File: src/rtl/jt053260_pkg.sv
// Shared constants, FSM state type and helpers for the 053260 sample-ROM arbiter.
package jt053260_pkg;

  localparam int unsigned NCH    = 4;
  localparam int unsigned AW_DEF = 21;
  localparam int unsigned IW     = $clog2(NCH);

  typedef enum logic [1:0] {
    ST_IDLE  = 2'd0,
    ST_ISSUE = 2'd1,
    ST_WAIT  = 2'd2
  } state_t;

  // One-hot to binary index; an all-zero input maps to 0.
  function automatic logic [IW-1:0] oh2idx(input logic [NCH-1:0] oh);
    oh2idx = '0;
    for (int i = 0; i < NCH; i++) begin
      if (oh[i]) oh2idx = IW'(i);
    end
  endfunction

endpackage

File: src/rtl/jt053260_rrsel.sv
// Winner select: one-hot grant from the request mask. Round-robin from i_ptr by
// default; fixed priority ch0>ch1>ch2>ch3 with JT053260_ROMARB_FIXPRIO_EN.
module jt053260_rrsel
  import jt053260_pkg::*;
(
  input  logic [NCH-1:0] i_req,
  input  logic [IW-1:0]  i_ptr,
  output logic [NCH-1:0] o_gnt_c,
  output logic           o_vld_c
);

`ifdef JT053260_ROMARB_FIXPRIO_EN
  logic w_unused_ptr;
  assign w_unused_ptr = ^i_ptr;

  always_comb begin
    o_gnt_c = '0;
    o_vld_c = 1'b0;
    for (int i = 0; i < NCH; i++) begin
      if (!o_vld_c && i_req[i]) begin
        o_gnt_c[i] = 1'b1;
        o_vld_c    = 1'b1;
      end
    end
  end
`else
  logic [IW-1:0] w_idx;

  // Scan starts at the pointer and wraps around the channel ring.
  always_comb begin
    o_gnt_c = '0;
    o_vld_c = 1'b0;
    w_idx   = '0;
    for (int i = 0; i < NCH; i++) begin
      w_idx = i_ptr + IW'(i);
      if (!o_vld_c && i_req[w_idx]) begin
        o_gnt_c[w_idx] = 1'b1;
        o_vld_c        = 1'b1;
      end
    end
  end
`endif

endmodule

File: src/rtl/jt053260_romarb.sv
// Four-channel sample-ROM fetch arbiter with one outstanding access and WAIT timeout.
// Define JT053260_ROMARB_FIXPRIO_EN for fixed priority instead of round-robin.
module jt053260_romarb
  import jt053260_pkg::*;
#(
  parameter int unsigned AW   = AW_DEF,
  parameter int unsigned TOUT = 255
) (
  input  logic              clk,
  input  logic              rst_n,
  input  logic              cen,
  input  logic [NCH-1:0]    ch_req,
  input  logic [NCH*AW-1:0] ch_addr,
  output logic [NCH-1:0]    ch_ack,
  output logic [7:0]        ch_data,
  output logic              rom_cs,
  output logic [AW-1:0]     rom_addr,
  input  logic [7:0]        rom_data,
  input  logic              rom_ok,
  output logic              busy,
  output logic              tout_err
);

  localparam int unsigned   CW    = (TOUT > 1) ? $clog2(TOUT) : 1;
  localparam logic [CW-1:0] TLAST = CW'(TOUT - 1);

  state_t         r_state, w_state_nxt;
  logic [IW-1:0]  r_win, w_win_nxt, r_ptr, w_ptr_nxt, w_sel_idx;
  logic [CW-1:0]  r_cnt, w_cnt_nxt;
  logic           r_drop, w_drop_nxt, r_cs, w_cs_nxt, r_busy, r_terr, w_terr_nxt;
  logic [AW-1:0]  r_addr, w_addr_nxt, w_sel_addr;
  logic [NCH-1:0] r_ack, w_ack_nxt, w_elig, w_sel_gnt;
  logic [7:0]     r_data, w_data_nxt;
  logic           w_sel_vld, w_tmo, w_keep;

  // The channel acked last cycle sits out one IDLE cycle while its request falls.
  assign w_elig = ch_req & ~r_ack;

  jt053260_rrsel u_sel (
    .i_req   (w_elig),
    .i_ptr   (r_ptr),
    .o_gnt_c (w_sel_gnt),
    .o_vld_c (w_sel_vld)
  );

  assign w_sel_idx = oh2idx(w_sel_gnt);

  always_comb begin
    w_sel_addr = '0;
    for (int i = 0; i < NCH; i++) begin
      if (w_sel_gnt[i]) w_sel_addr = ch_addr[i*AW +: AW];
    end
  end

  assign w_tmo  = (TOUT != 0) && (r_cnt == TLAST);
  assign w_keep = !r_drop && ch_req[r_win];

  always_comb begin
    w_state_nxt = r_state;
    w_win_nxt   = r_win;
    w_ptr_nxt   = r_ptr;
    w_cnt_nxt   = r_cnt;
    w_drop_nxt  = r_drop;
    w_cs_nxt    = r_cs;
    w_addr_nxt  = r_addr;
    w_ack_nxt   = '0;
    w_data_nxt  = r_data;
    w_terr_nxt  = r_terr;
    case (r_state)
      ST_IDLE: begin
        if (cen && w_sel_vld) begin
          w_state_nxt = ST_ISSUE;
          w_win_nxt   = w_sel_idx;
          w_ptr_nxt   = w_sel_idx + IW'(1);
          w_cs_nxt    = 1'b1;
          w_addr_nxt  = w_sel_addr;
          w_drop_nxt  = 1'b0;
          w_cnt_nxt   = '0;
        end
      end
      ST_ISSUE: begin
        // rom_ok here belongs to an earlier access and is ignored.
        w_state_nxt = ST_WAIT;
        w_cnt_nxt   = '0;
        w_drop_nxt  = r_drop | ~ch_req[r_win];
      end
      ST_WAIT: begin
        if (rom_ok || w_tmo) begin
          w_state_nxt = ST_IDLE;
          w_cs_nxt    = 1'b0;
          w_cnt_nxt   = '0;
          if (w_keep) begin
            w_ack_nxt[r_win] = 1'b1;
            w_data_nxt       = rom_ok ? rom_data : 8'h00;
          end
          if (!rom_ok) w_terr_nxt = 1'b1;
        end else begin
          w_cnt_nxt  = r_cnt + CW'(1);
          w_drop_nxt = r_drop | ~ch_req[r_win];
        end
      end
      default: begin
        w_state_nxt = ST_IDLE;
        w_cs_nxt    = 1'b0;
      end
    endcase
  end

  always_ff @(posedge clk or negedge rst_n) begin
    if (!rst_n) begin
      r_state <= ST_IDLE;
      r_win   <= '0;
      r_ptr   <= '0;
      r_cnt   <= '0;
      r_drop  <= 1'b0;
      r_cs    <= 1'b0;
      r_addr  <= '0;
      r_ack   <= '0;
      r_data  <= 8'h00;
      r_busy  <= 1'b0;
      r_terr  <= 1'b0;
    end else begin
      r_state <= w_state_nxt;
      r_win   <= w_win_nxt;
      r_ptr   <= w_ptr_nxt;
      r_cnt   <= w_cnt_nxt;
      r_drop  <= w_drop_nxt;
      r_cs    <= w_cs_nxt;
      r_addr  <= w_addr_nxt;
      r_ack   <= w_ack_nxt;
      r_data  <= w_data_nxt;
      r_busy  <= (w_state_nxt != ST_IDLE);
      r_terr  <= w_terr_nxt;
    end
  end

  assign ch_ack   = r_ack;
  assign ch_data  = r_data;
  assign rom_cs   = r_cs;
  assign rom_addr = r_addr;
  assign busy     = r_busy;
  assign tout_err = r_terr;

endmodule

File: config.mk
export PLATFORM = sky130hd
export DESIGN_NAME = jt053260_romarb
export DESIGN_NICKNAME = d
export VERILOG_FILES = /design/src/rtl/jt053260_pkg.sv /design/src/rtl/jt053260_rrsel.sv /design/src/rtl/jt053260_romarb.sv
export SDC_FILE = /design/constraint.sdc
export NUM_CORES = 1
export LEC_CHECK = 0
export ABC_CLOCK_PERIOD_IN_PS = 2950
export CAP_MARGIN = 40
export CORE_MARGIN = 5
export CORE_UTILIZATION = 39
export CTS_CLUSTER_DIAMETER = 40
export DETAILED_ROUTE_END_ITERATION = 7
export PLACE_DENSITY_LB_ADDON = 0.1
export SLEW_MARGIN = 20
export SYNTH_ARGS = -nofsm -noshare
export SYNTH_HDL_FRONTEND = slang
export SYNTH_SLANG_ARGS = --single-unit
File: constraint.sdc
create_clock -name clk -period 2.95 [get_ports clk]
set_input_delay 0.295 -clock clk [delete_from_list [all_inputs] [get_ports clk]]
set_output_delay 0.295 -clock clk [all_outputs]
set_load 0.01 [all_outputs]
==> impl_results.md, run 1 <==
- Outcome: complete, no violations
- Number of synthesized flops with an enable pin: 0
- Remaining number of nets flagged by the antenna check after routing: 0
- Ys async rst share: 1.000
- Die height: 101.7 um
- Mapped Area: 3282 sq um
- Share of Yosys cell area claimed by the top area cell type: 0.3889
- CTS Buf Count: 5
- Effective utilization at floorplan: 0.3994
- Most frequent cells after synthesis: o21ai_0, dfrtp_1, nand2_1, inv_1, clkbuf_1
- Synth Warn #: 0
- Top-level I/O count: 136
- Class of the tightest hold or removal check: in -> async
- Worst setup path class: in -> reg
- Clock transition at path regs: 100 ps
- Buffer count from post-CTS setup fixing: 0
- Number of iterations in the first detailed-routing pass: 5
- Timing-limited maximum frequency: 361.0 MHz
- Number of filler cells placed in the layout: 730
- Mean cell area of the mapped netlist: 8.614 sq um
- Clock root buffer: clkbuf_8
- Clock Skew: 11.31 ps
- Worst Tran Pin Value: 702.8 ps
- Global route overflow: 0
- Post-route DRC violation count: 0
- Overall routing resource usage: 0.2161
- Core region area: 8217 sq um
- Worst slew slack as a fraction of its limit: 0.5314
- Final Hold Violating Endpoints: 0
- Time the worst path needs with I/O delays and setup: 2770 ps
- Number of global-route vias before repair: 3,483
- Power Density: 884.8 nW/um^2
- Period utilization: 0.9390
- Final max-slew violation count: 0
- Cell leakage power: 2.086 nW
- Post-detailed-routing wire length: 11,450 um
- Synth area leaders: dfrtp_1, o21ai_0, a311oi_1
- Most numerous cell in the Yosys netlist: o21ai_0
- Row cnt: 33
- Final design utilization: 0.6094
- Number of diodes: 0
- Total power of the final layout: 0.004430 W
- Synthesis-stage register bit count: 51
- Count of unique library cells instantiated by Yosys: 40
- # nets final: 633
- Total setup violations reported at the end of the flow: 0
- Count of cells resized by post-cts repair: 0
- Most instantiated flip-flop cell in the synthesis netlist: dfrtp_1
- Sinks on the clock net: 51
- TritonCTS clock tree: built
- Critical Path RT: 3170 ps
- Critical Path Start Type: input port
- Initial DRC count: 192
- Largest net degree at the start of global routing: 52
- Count of maximum capacitance violations: 0
- Wire length of the first global-routing pass: 17,840 um
- Gpl congestion: 0.8902
- Total of buffers placed on input and output ports: 135
- Detailed-placement wirelength estimate: 8304 um
- DR vias: 3,537
- Antenna violations before repair: 0
- Type of element capturing the critical path: flop
- Clock Latency Late Sink: 310 ps
- Max IR drop VDD: 0.0004980 V
- Area growth syn-to-layout: 52.57%
- Post-Synthesis Net Count: 494
- Data arrival, critical path: 2990 ps
- Register-to-register setup slack: 240 ps
- Hold_buf cts: 0
- Seq/Total Area, Yosys: 0.3889
- Worst-path maximum fanout: 21
- Share of layout cells above drive strength 1: 0.09213
- Drt via density: 5.650
- Unrepaired setup endpoints after global routing: false
- CTS H-Tree Depth: 2
- Post-Syn Instances: 381
- Maximum number of buffers from clock root to sink: 2
- Die area: 10,350 sq um
- Post-synthesis cell type with the largest combined area: dfrtp_1
- Wire length per cell after detailed routing: 18.28 um
- Die W: 101.7 um
==> layout by cell type, fill, tap and decap left out, types with 5 or more instances in the layout <==
cell,count
o221ai_1,21
nand3_1,7
clkbuf_8,5
buf_4,24
inv_1,28
ha_1,12
nor2b_1,5
a31oi_1,22
o21ai_0,64
dfrtp_1,51
nand2_1,46
nand2b_1,7
nor2_1,15
clkdlybuf4s50_1,134
a21oi_1,5
a311oi_1,21
==> through the flow <==
| step | hold WS [ps] | cells | cell area [sq um] | TNS (ps) | setup slack (ps) |
|---|---|---|---|---|---|
| finish | 85.96 | 626 | 5007 | 0 | 180.1 |
| floorplan | -0.5911 | 381 | 3282 | 0 | 160.6 |
| detailed placement | 457.3 | 618 | 4858 | -2122 | -113.2 |
| CTS | 119.7 | 626 | 4995 | 0 | 103.2 |
| global route | 145.7 | 626 | 5007 | 0 | 7.113 |
| global placement | 460.8 | 617 | 4847 | -1020 | -51.98 |
==> report_power, final <==
group / switching [W] / internal [W]
registers: 0.000170 / 0.000949
clock network: 0.000255 / 0.000339
logic: 0.00140 / 0.00132
total: 0.00182 / 0.00261
==> path summary, 6_finish.rpt <==
check,start,endpoint,cells past startpoint
setup / recovery,ch_req[1],rom_addr[7]$_DFFE_PN0P_,8
hold / removal,rst_n,rom_addr[13]$_DFFE_PN0P_,2
setup reg to reg,r_ptr[1]$_DFFE_PN0P_,rom_addr[7]$_DFFE_PN0P_,6
hold reg to reg,tout_err$_DFFE_PN0P_,tout_err$_DFFE_PN0P_,1
max in group asynchronous,rst_n,rom_addr[7]$_DFFE_PN0P_,2
min in group clk,tout_err$_DFFE_PN0P_,tout_err$_DFFE_PN0P_,1
==> per-layer routing <==
layer	track usage	vias up	wire, um
met5	0	-	0
met4	0.04601	0	117
met3	0.04201	10	869
met2	0.3637	122	5514
met1	0.2895	1695	4943
li1	-	1710	-
==> final cells by class <==
class	instances	area, sq um	share of cell area
tap	105	131.4	0.02624
multi-input combinational	272	1797	0.3588
inverter	29	108.9	0.02174
sequential	51	1276	0.2549
clock inverter	3	67.56	0.01349
clock buffer	5	68.82	0.01374
timing repair buffer	161	1558	0.3111
==> state kept, by name, summed over array words and instances (netlist names), 2 cells and up <==
signal and count:
ch_ack 4, r_win 2, r_state 2, ch_data 8, r_cnt 8, rom_addr 21
r_ptr 2
==> kinds of logic (layout without fill, tap and decap cells) <==
| logic type | count (synthesis) | after routing | synth area share |
|---|---|---|---|
| AOI/OAI and AO/OA | 155 | 155 | 0.3183 |
| adders and majority gates | 13 | 13 | 0.04956 |
| buffers and inverters | 58 | 198 | 0.07091 |
| DFF | 51 | 51 | 0.3889 |
| muxes | 4 | 4 | 0.02745 |
| and+or+nand+nor | 100 | 100 | 0.1449 |
==> critical path, cell delays in order <==
cell             delay, ps
clkdlybuf4s50_1        510
nor2b_1                230
nor2_1                  70
mux4_2                 460
and2_4                 170
a221o_1                350
or4_4                  650
o221ai_1               240
Power figures use the tool's default switching activity.
==> run 2, diff against run 1 <==
--- a/config.mk
+++ b/config.mk
@@ -11,6 +11,7 @@
 export CORE_UTILIZATION = 39
 export CTS_CLUSTER_DIAMETER = 40
 export DETAILED_ROUTE_END_ITERATION = 7
+export MAX_ROUTING_LAYER = met4
 export PLACE_DENSITY_LB_ADDON = 0.1
 export SLEW_MARGIN = 20
 export SYNTH_ARGS = -nofsm -noshare
==> run 2 against run 1 <==
Sequential power barely moved. Setup slack got worse by 13 ps. Combinational power is essentially flat. Sequential share of layout area increased by 0.10 points. Maximum frequency decreased by 0.48%. Global-route usage increased by 1.2 points. Worst hold slack improved by 19 ps. Clock power shrank 11%. Clock skew decreased by 5.5 ps. Critical endpoint is now rom_addr[9]$_DFFE_PN0P_. Largest power group unchanged. Highest routed layer unchanged.
==> impl_results.md, run 2 (synthesized netlist as in run 1, its figures left out) <==
- Commonest non-fill, non-tap cell in the layout: clkdlybuf4s50_1
- Global route overflow: 0
- Unrepaired setup endpoints after global routing: false
- Worst-path maximum fanout: 21
- Antenna violations before repair: 0
- Total of buffers placed on input and output ports: 135
- Number of diodes: 0
- Worst setup path class: in -> reg
- Clock transition at path regs: 100 ps
- Post-detailed-routing wire length: 11,470 um
- Largest net degree at the start of global routing: 52
- Critical Path RT: 3170 ps
- Most used cells in the layout excluding fill and tap cells: clkdlybuf4s50_1, o21ai_0, dfrtp_1
- Tightest hold margin: 104.5 ps
- Seq pwr share: 0.256
- Power Density: 873.8 nW/um^2
- Area of the multi-input gates: 1787 sq um
- Clock Latency Late Sink: 310 ps
- Outcome: complete, no violations
- Register area: 1277 sq um
- Worst slew slack as a fraction of its limit: 0.5409
- Top-level I/O count: 136
- DR vias: 3,524
- Number of placed instances with taps included: 618
- Maximum number of buffers from clock root to sink: 2
- Drt via density: 5.629
- Number of cells on the worst reg-to-reg path: 7
- Share of layout cells above drive strength 1: 0.09405
- Final worst-path setup slack: 166.7 ps
- Total net switching power: 0.001809 W
- TritonCTS clock tree: built
- Critical Path Start Type: input port
- Remaining number of nets flagged by the antenna check after routing: 0
- Die W: 101.7 um
- Cell leakage power: 2.083 nW
- Number of iterations in the first detailed-routing pass: 5
- Row cnt: 33
- Time the worst path needs with I/O delays and setup: 2783 ps
- Gpl congestion: 0.9637
- Wire length of the first global-routing pass: 18,170 um
- Switching share of power: 0.4146
- Final max-slew violation count: 0
- Timing-limited maximum frequency: 359.3 MHz
- Sinks on the clock net: 51
- Post-route DRC violation count: 0
- Total setup violations reported at the end of the flow: 0
- Worst Tran Pin Value: 688.6 ps
- Class of the tightest hold or removal check: in -> async
- Max IR drop VDD: 0.0005815 V
- CTS H-Tree Depth: 2
- Cell-internal power: 0.002554 W
- Number of flip-flops under the largest register name: 21
- Period utilization: 0.9435
- Die area: 10,350 sq um
- Core region area: 8217 sq um
- Initial DRC count: 141
- # nets final: 633
- Number of filler cells placed in the layout: 723
- Area growth syn-to-layout: 52.12%
- Part of the power in the clock network: 0.121
- Number of global-route vias before repair: 3,556
- Clock Skew: 5.854 ps
- Detailed-placement wirelength estimate: 8274 um
- Overall routing resource usage: 0.2277
- Count of non-filler cells in the finished layout: 626
- Combinational group share of total power: 0.623
- Effective utilization at floorplan: 0.3994
- Final Hold Violating Endpoints: 0
- Count of maximum capacitance violations: 0
- Type of element capturing the critical path: flop
- CTS Buf Count: 5
- Data arrival, critical path: 3000 ps
- Clock root buffer: clkbuf_8
- Die height: 101.7 um
- Wire length per cell after detailed routing: 18.33 um
- Worst setup slack before clock tree synthesis: -147.2 ps
## run 2: changes by cell type in the layout (fill, tap and decap cells not counted)
| cell | previous run | this run |
|---|---|---|
| ha_4 | 1 | 0 |
| dfrtp_1 | 51 | 50 |
| ha_2 | 0 | 1 |
| buf_12 | 1 | 2 |
| clkbuf_8 | 5 | 6 |
| clkinv_2 | 0 | 1 |
| dfrtp_2 | 0 | 1 |
| bufinv_16 | 2 | 1 |
| clkinvlp_4 | 1 | 0 |
| buf_4 | 24 | 23 |
## run 2: final timing paths
check	start	endpoint	slack (ps)
max	ch_req[3]	rom_addr[9]$_DFFE_PN0P_	170
min	rst_n	rom_addr[13]$_DFFE_PN0P_	100
max reg2reg	r_ptr[1]$_DFFE_PN0P_	rom_addr[9]$_DFFE_PN0P_	170
min reg2reg	r_cnt[6]$_DFFE_PN0P_	r_cnt[6]$_DFFE_PN0P_	480
max in group asynchronous	rst_n	r_ptr[1]$_DFFE_PN0P_	2350
min in group clk	r_cnt[6]$_DFFE_PN0P_	r_cnt[6]$_DFFE_PN0P_	480
## run 2: through the flow
stage | setup TNS (ps) | utilization | area (sq um) | power, W
detailed placement | -2678 | 0.5928 | 4871 | 0.003831
finish | 0 | 0.6076 | 4992 | 0.004362
floorplan | 0 | - | 3282 | 0.002650
global route | 0 | 0.6076 | 4992 | 0.004710
global placement | -1094 | 0.5914 | 4860 | 0.003786
CTS | 0 | 0.6071 | 4989 | 0.004371
## run 2: final cells by class
class | count | share of cell area
clock inverters | 2 | 0.007018
repair buffers | 161 | 0.3145
clock buffers | 6 | 0.01654
flip-flops and latches | 51 | 0.2559
multi-input cells | 272 | 0.3579
well taps | 105 | 0.02632
inverters | 29 | 0.02180
## run 2: what timing repair did
action / 4_1_cts / 5_1_grt
setup buffers: 0 / 0
endpoints found under the setup margin: 0 / 21
gates resized for setup: 0 / 3
hold buffers: 0 / 0
endpoints found under the hold margin: 0 / 0
## run 2: critical path, cell delays in order
cell and delay [ps]:
clkdlybuf4s50_1 490, nor2b_1 200, nor2_1 80, mux4_2 470
and2_4 180, a221o_1 360, or4_4 660, o221ai_1 260
## run 2: layer usage
| layer | routed length [um] | part of all wire | global-route usage | up-vias |
|---|---|---|---|---|
| li1 | - | - | - | 1711 |
| met1 | 4953 | 0.43 | 0.2984 | 1671 |
| met2 | 5483 | 0.48 | 0.3722 | 127 |
| met3 | 866 | 0.075 | 0.03719 | 15 |
| met4 | 168 | 0.015 | 0.04908 | 0 |
| met5 | 0 | 0 | - | - |
## run 2: power by group through the flow
| stage | clock, W | sequential, W | combinational (W) |
|---|---|---|---|
| floorplan | 0 | 0.00120 | 0.00145 |
| detailed placement | 0 | 0.00113 | 0.00270 |
| global route | 0.000568 | 0.00116 | 0.00298 |
| global placement | 0 | 0.00112 | 0.00266 |
| finish | 0.000526 | 0.00112 | 0.00272 |
| CTS | 0.000541 | 0.00112 | 0.00271 |
